<file path="src/rtl/regfile_sb.sv">
// Parametrised register bank: sequential clear walk, pending-write scoreboard and a debug read port.
// Optional macro RF_BYPASS_EN forwards the same-cycle write data and scoreboard retire to rd1/rd2 and busy1/busy2.
module regfile_sb #(
    parameter int unsigned N    = 32,
    parameter int unsigned NREG = 32
) (
    input  logic                      clk,
    input  logic                      rst,
    input  logic [$clog2(NREG)-1:0]   a1,
    input  logic [$clog2(NREG)-1:0]   a2,
    output logic [N-1:0]              rd1,
    output logic [N-1:0]              rd2,
    input  logic [$clog2(NREG)-1:0]   a3,
    input  logic [N-1:0]              wd3,
    input  logic                      we,
    input  logic                      iss_valid,
    input  logic [$clog2(NREG)-1:0]   iss_rd,
    output logic                      busy1,
    output logic                      busy2,
    output logic                      ready,
    input  logic [$clog2(NREG)-1:0]   dbg_addr,
    output logic [N-1:0]              dbg_data
);
    localparam int unsigned AW = $clog2(NREG);

    typedef enum logic {CLEAR, RUN} state_e;

    state_e          state_q, state_d;
    logic [AW-1:0]   cnt_q, cnt_d;
    logic            ready_q, ready_d;
    logic [NREG-1:0] pend_q, pend_d;
    logic [N-1:0]    regs_q [NREG];
    logic [N-1:0]    regs_d [NREG];
    logic            wr_en;

    assign wr_en = ready_q && we && (a3 != '0);
    assign ready = ready_q;

    // Next state: clear walk, then writeback and scoreboard updates.
    always_comb begin
        state_d = state_q;
        cnt_d   = cnt_q;
        ready_d = ready_q;
        pend_d  = pend_q;
        regs_d  = regs_q;
        case (state_q)
            CLEAR: begin
                regs_d[cnt_q] = '0;
                cnt_d         = cnt_q + AW'(1);
                if (cnt_q == AW'(NREG - 1)) begin
                    state_d = RUN;
                    ready_d = 1'b1;
                end
            end
            RUN: begin
                if (wr_en) begin
                    regs_d[a3] = wd3;
                    pend_d[a3] = 1'b0;
                end
                // Issue after retire so a same-edge new producer keeps the bit set.
                if (iss_valid && (iss_rd != '0)) begin
                    pend_d[iss_rd] = 1'b1;
                end
            end
            default: state_d = CLEAR;
        endcase
        pend_d[0] = 1'b0;
    end

    always_ff @(posedge clk) begin
        if (rst) begin
            state_q <= CLEAR;
            cnt_q   <= '0;
            ready_q <= 1'b0;
            pend_q  <= '0;
        end else begin
            state_q <= state_d;
            cnt_q   <= cnt_d;
            ready_q <= ready_d;
            pend_q  <= pend_d;
        end
    end

    // Storage carries no reset; the walk clears it.
    always_ff @(posedge clk) begin
        if (!rst) begin
            regs_q <= regs_d;
        end
    end

    // Read ports 1 and 2 with scoreboard status.
    always_comb begin
        rd1   = '0;
        rd2   = '0;
        busy1 = ready_q & pend_q[a1];
        busy2 = ready_q & pend_q[a2];
        if (ready_q && (a1 != '0)) rd1 = regs_q[a1];
        if (ready_q && (a2 != '0)) rd2 = regs_q[a2];
`ifdef RF_BYPASS_EN
        if (wr_en && (a1 == a3)) begin
            rd1   = wd3;
            busy1 = iss_valid && (iss_rd == a3);
        end
        if (wr_en && (a2 == a3)) begin
            rd2   = wd3;
            busy2 = iss_valid && (iss_rd == a3);
        end
`endif
    end

    // Debug port never forwards.
    always_comb begin
        dbg_data = '0;
        if (ready_q && (dbg_addr != '0)) dbg_data = regs_q[dbg_addr];
    end

endmodule

</file>
<file path="config.mk">
export PLATFORM = sky130hd
export DESIGN_NAME = regfile_sb
export DESIGN_NICKNAME = d
export VERILOG_FILES = /design/src/rtl/regfile_sb.sv
export SDC_FILE = /design/constraint.sdc
export NUM_CORES = 2
export LEC_CHECK = 0
export CAP_MARGIN = 5
export CORE_MARGIN = 2
export CORE_UTILIZATION = 40
export CTS_CLUSTER_DIAMETER = 80
export DETAILED_ROUTE_END_ITERATION = 10
export SETUP_SLACK_MARGIN = 0.4
export SLEW_MARGIN = 15
export SYNTH_ARGS = -nofsm -noshare
export SYNTH_HDL_FRONTEND = slang
export SYNTH_SLANG_ARGS = --single-unit
</file>
<file path="constraint.sdc">
create_clock -name clk -period 7.44 [get_ports clk]
set_clock_uncertainty 0.15 [all_clocks]
set_input_delay 2.232 -clock clk [delete_from_list [all_inputs] [get_ports clk]]
set_output_delay 2.232 -clock clk [all_outputs]
set_load 0.02 [all_outputs]
</file>
---- After elaboration in Yosys (flattened, before gate mapping) ----
Cells that the tools add are included.
W data, S select, Z words.
word-level totals
  register bits ........................... 1063
  latch bits .............................. 0
  RAM bits ................................ 0
  ROM bits ................................ 0
  input bits .............................. 61
  output and inout bits ................... 99
  word-level logic and storage cells ...... 116
  memories ................................ 0
cells by class
  add/subtract/negate cells ............... 1
  multipliers ............................. 0
  divide/modulo/power cells ............... 0
  order comparisons ....................... 13
  equal/unequal tests ..................... 2
  shift-type cells ........................ 0
  mux-type cells .......................... 32
  bitwise operators ....................... 14
  reduce and logical (&&, ||, !) cells .... 17
operators with widths
  cell                    count
  $pmux W1024 S2          1
  $and A1024 B1024 Y1024  1
  $bwmux W1024            1
  $mux W1024              1
  $not A1024 Y1024        1
  $bmux W32 S5            3
  $mux W32                14
  $demux W32 S5           2
  $and A32 B32 Y32        1
  $not A32 Y32            1
  $or A32 B32 Y32         1
  $ge A6 B6 Y1 const B    5
  $not A5 Y6              5
  $reduce_bool A5 Y1      5
  $lt A5 B6 Y1 const B    4
  $lt A6 B1 Y1 const B    2
  $bmux W1 S5             2
  $demux W1 S5            2
  $ge A5 B1 Y1 const B    2
  $logic_and A1 B1 Y1     10
  $mux W1                 6
  $add A5 B1 Y5 const B   1
  $eq A5 B5 Y1 const B    1
  $reduce_and A2 Y1       2
  other kinds (3)         5

---- Longest topological paths before layout ----
  depth in word-level cells ............... 10
  depth in mapped cells ................... 9
  mapped depth without buffers ............ 6

---- Least setup slack after synthesis ----
OpenSTA, ideal clock, no wires.
  kind .................................... input to output
  start point ............................. in a2[0]
  end point ............................... out rd2[10]
  arrival time ............................ 3.861 ns
  data required time ...................... 5.058 ns
  path slack .............................. 1.197 ns
  cell stages on the path ................. 6
  path buffers ............................ 3
  cell sequence ........................... buf_2 buf_4 buf_2 mux4_2 a211oi_1 o22ai_1
on the way
  longest elaborated chain between the ends .. 5
ends and longest elaborated chain
  what                                          line  text
  start, declared                               10    input logic [$clog2(NREG)-1:0] a2,
  $not A5 Y6 (not written as such)              98    if (ready_q && (a2 != '0)) rd2 = regs_q[a2];
  $bmux W32 S5                                  98
  $mux W32 (not written as such) (2 in series)  98
  $mux W32 (*)                                  98
  end, declared                                 12    output logic [N-1:0] rd2,
Every way passes the cells marked *; elsewhere a longest branch is shown, timed or not. The select of a mux whose other input is x is not followed.

---- Worst setup path in the final report ----
  start point ............................. in a1[4]
  end point ............................... out rd1[17]
on the way
  longest elaborated chain between the ends .. 5
ends and longest elaborated chain
  what                                          line  text
  start, declared                               9     input logic [$clog2(NREG)-1:0] a1,
  $not A5 Y6 (not written as such)              97    if (ready_q && (a1 != '0)) rd1 = regs_q[a1];
  $bmux W32 S5                                  97
  $mux W32 (not written as such) (2 in series)  97
  $mux W32 (*)                                  97
  end, declared                                 11    output logic [N-1:0] rd1,
Marks and branches as above.

==> summary.txt <==
Critical path
  • Worst path depth: 7
  • Crit-path most repeated cell: buf_4
  • Reg2reg path depth: 4
  • Worst path arrival time: 4.73 ns
  • Worst path buffer plus inverter count: 5
  • CP endpoint kind: primary output
  • Critical path's slowest cell: clkdlybuf4s50_1
  • Cell Chain, Critical Path: clkdlybuf4s50_1 > buf_4 > nand3_2 > buf_4 > o221ai_2 > buf_4 > buf_4
  • CP Launch Type: input port
  • Worst Path Required: between 5 and 6 ns
  • Crit Path Class: in -> out
  • Worst path top cell family by delay: buffers and inverters
  • Crit-path max FO: 20
  • Max stage delay on crit path: just under 0.7 ns

Logic synthesis
  • Net count after synthesis: 5,609
  • Top-count cell post-synth: nand2_1
  • Ys flop type: edfxtp_1
  • Async set-reset flop share out of synthesis: 0%
  • Syn avg cell area: about 12 um^2
  • Sequential share of the synthesized area: around 46%
  • Synthesized cell area: between 60,000 and 70,000 um^2
  • #FFs+latches synth: 1,062
  • Netlist cell types: 57
  • Yosys warning count: 0
  • Number of synthesized flops with an enable pin: 1,024
  • Leading area contributor after synthesis: edfxtp_1
  • Top cell type's share of synthesized area: around 45%
  • Syn Inst Count: 5,543
  • Top cells by count, synth: 1,096 x nand2_1, 1,024 x edfxtp_1, 1,023 x o21ai_0, 742 x mux4_2, 410 x clkbuf_1
  • Synth area leaders: edfxtp_1 45%, mux4_2 24%, o21ai_0 7.5%

Cells and area
  • Share of layout cells above drive strength 1: between 20% and 30%
  • # fillers: around 15,000
  • Nets: roughly 5,700
  • Core Util, Final: 46.8%
  • Area growth syn-to-layout: 16.0%

Clock network
  • Inserted Clock Buffers: 117
  • CTS tree: built
  • Hold_buf cts: 0
  • # H-tree levels: 3
  • Worst-Skew Late Latency: 0.75 ns
  • Clock sinks: 1,062
  • Longest Clk Path Bufs: 3
  • Worst-path clk slew: around 0.06 ns
  • Root buffer cell: clkbuf_16

STA
  • Worst slew pin tran: approximately 1.3 ns
  • RSZ-0062 raised after global routing: yes
  • WHS: between 0.3 and 0.4 ns
  • Post-layout minimum cycle time: 7.11 ns
  • Final hold vios: 0
  • Max Fclk: ~140 MHz
  • Max Slew Vio Count: 0
  • Period Utilization, post-route: between 90% and 100%
  • Setup violators final: 0
  • Slew margin rel.: roughly 12%

Detailed routing
  • Via count: between 50,000 and 60,000
  • 1st-iter DRT viols: 10,557
  • Via/cell ratio: approximately 7.1
  • M1 wire length: between 100 and 150 mm
  • DRC viols: 0
  • Met3 routed WL: about 46 mm
  • Pre-Repair DR Iteration Count: 8
  • Final ANT Viol Nets: 0
  • WL met2: ~130 mm
  • DR top layer: met5
  • Final wirelength: 305 mm
  • Drt wl/cell: around 38 um

Global routing
  • Largest net degree at the start of global routing: 52
  • Initial antenna violation count: 18
  • Total gr overflow: 0
  • GRT Resource Usage Total: between 30 and 40%
  • Vias in the first global route: approximately 53,000
  • Global-route wire length before repair: roughly 420 mm

Floorplanning
  • Die width: between 400 and 500 um
  • Core area: between 150,000 and 200,000 um^2
  • Cell Rows: around 150
  • Vert. Die Dim: roughly 420 um
  • Io pins: between 150 and 200
  • Die Footprint: about 170,000 um^2
  • Initial core utilization: 40.3%

Min path
  • Hold Crit Class: reg -> reg
  • WHS Path Cells: 2

Run
  • Max-cap violations: 0

Placement
  • I/O Buffers: between 150 and 200
  • Detail Placement HPWL: 194 mm
  • Routability congestion estimate: 1.02

Power and ir drop
  • Worst vdd ir: between 0.15 and 0.2 mV
  • Leakage power: about 29 nW
  • PD cells: between 200 and 250 nW/um^2

Run status
  • Outcome: completed
==> tightest hold or removal path, delay by kind of cell, from the launching register on <==
| kind | cells | cell delay (ns) |
|---|---|---|
| AOI/OAI and AO/OA | 2 | 0.13 |
| DFF | 1 | 0.31 |
==> where the power goes <==
part	switching, mW	internal, mW
sequential	0.369	7.01
combinational	1.55	1.24
clock	2.63	3.35
==> worst paths after layout <==
path / startpoint / end / slack [ns]
worst max-delay path: a1[4] / rd1[17] / 0.33
worst max register to register: state_q / regs_q[561] / 3.46
worst min register to register: pend_q[12] / pend_q[12] / 0.35
worst min-delay path: pend_q[12] / pend_q[12] / 0.35
==> registers in the layout, indices dropped and copies added (netlist names) <==
register  flops
pend_q       31
ready         1
cnt_q         5
regs_q     1024
state_q       1
==> logic make-up (layout without fill, tap and decap cells) <==
| logic type | Yosys count | count (layout) | synth area share (%) |
|---|---|---|---|
| buffers and inverters | 599 | 813 | 3.74 |
| DFF | 1062 | 1062 | 46.1 |
| AOI/OAI and AO/OA | 1489 | 1489 | 12.4 |
| muxes | 1132 | 1132 | 30.3 |
| and+or+nand+nor | 1253 | 1253 | 7.36 |
| adders and majority gates | 5 | 5 | 0.0915 |
| other | 0 | 8 | 0 |
| xor gates and xnor gates | 3 | 3 | 0.0385 |
==> through the flow <==
step	setup slack (ns)	setup TNS [ns]	power [mW]	cells	instance area (um^2)
after global placement	-0.345	-0.374	10.0	7761	74900
after detailed placement	-0.366	-0.408	10.1	7761	74900
after CTS	0.165	0	16.0	7970	78900
after global routing	0.378	0	16.4	7976	79300
final	0.332	0	16.2	7983	79300
after floorplan	1.20	0	8.96	5543	68300
==> per-layer routing <==
| metal | up-vias | GRT usage [%] |
|---|---|---|
| met5 | - | 0 |
| met4 | 18 | 22.5 |
| met3 | 1050 | 11.8 |
| met2 | 5199 | 50.6 |
| met1 | 28517 | 41.8 |
| li1 | 22057 | - |
==> cell usage in the layout (no fill, tap or decap), types with 25 or more instances in the layout <==
cell type,synthesis,layout
clkdlybuf4s50_1,0,56
nand2_1,1096,1076
edfxtp_1,1024,1024
buf_12,0,54
nor2b_1,43,40
o21ai_0,1023,1023
dfxtp_1,38,36
clkbuf_16,0,123
a21oi_1,146,95
mux2i_1,343,322
clkinv_2,0,25
mux4_2,742,742
o22a_1,55,55
and2_1,34,35
o221ai_1,55,49
o22ai_1,41,32
a21oi_4,0,48
nor2_1,34,32
a22o_1,54,54
buf_4,17,433
mux2_2,47,47
==> layout make-up <==
class	instances	area [um^2]	area share [%]
Timing Repair Buffer	600	5770	7.28
Sequential cell	1062	31500	39.8
Antenna cell	8	20.0	0.0253
Multi-Input combinational cell	3882	35400	44.7
Clock inverter	68	683	0.862
Inverter	6	27.5	0.0347
Tap cell	2218	2780	3.50
Clock buffer	139	3050	3.85
==> timing repair <==
action / 4_1_cts / 5_1_grt
pin swaps: 0 / 2
endpoints found under the setup margin: 68 / 39
endpoints found under the hold margin: 0 / 0
cloned: 2 / 4
gates resized for setup: 65 / 42
setup buffers: 0 / 1
Note: power is estimated with default switching activity, not from simulation.
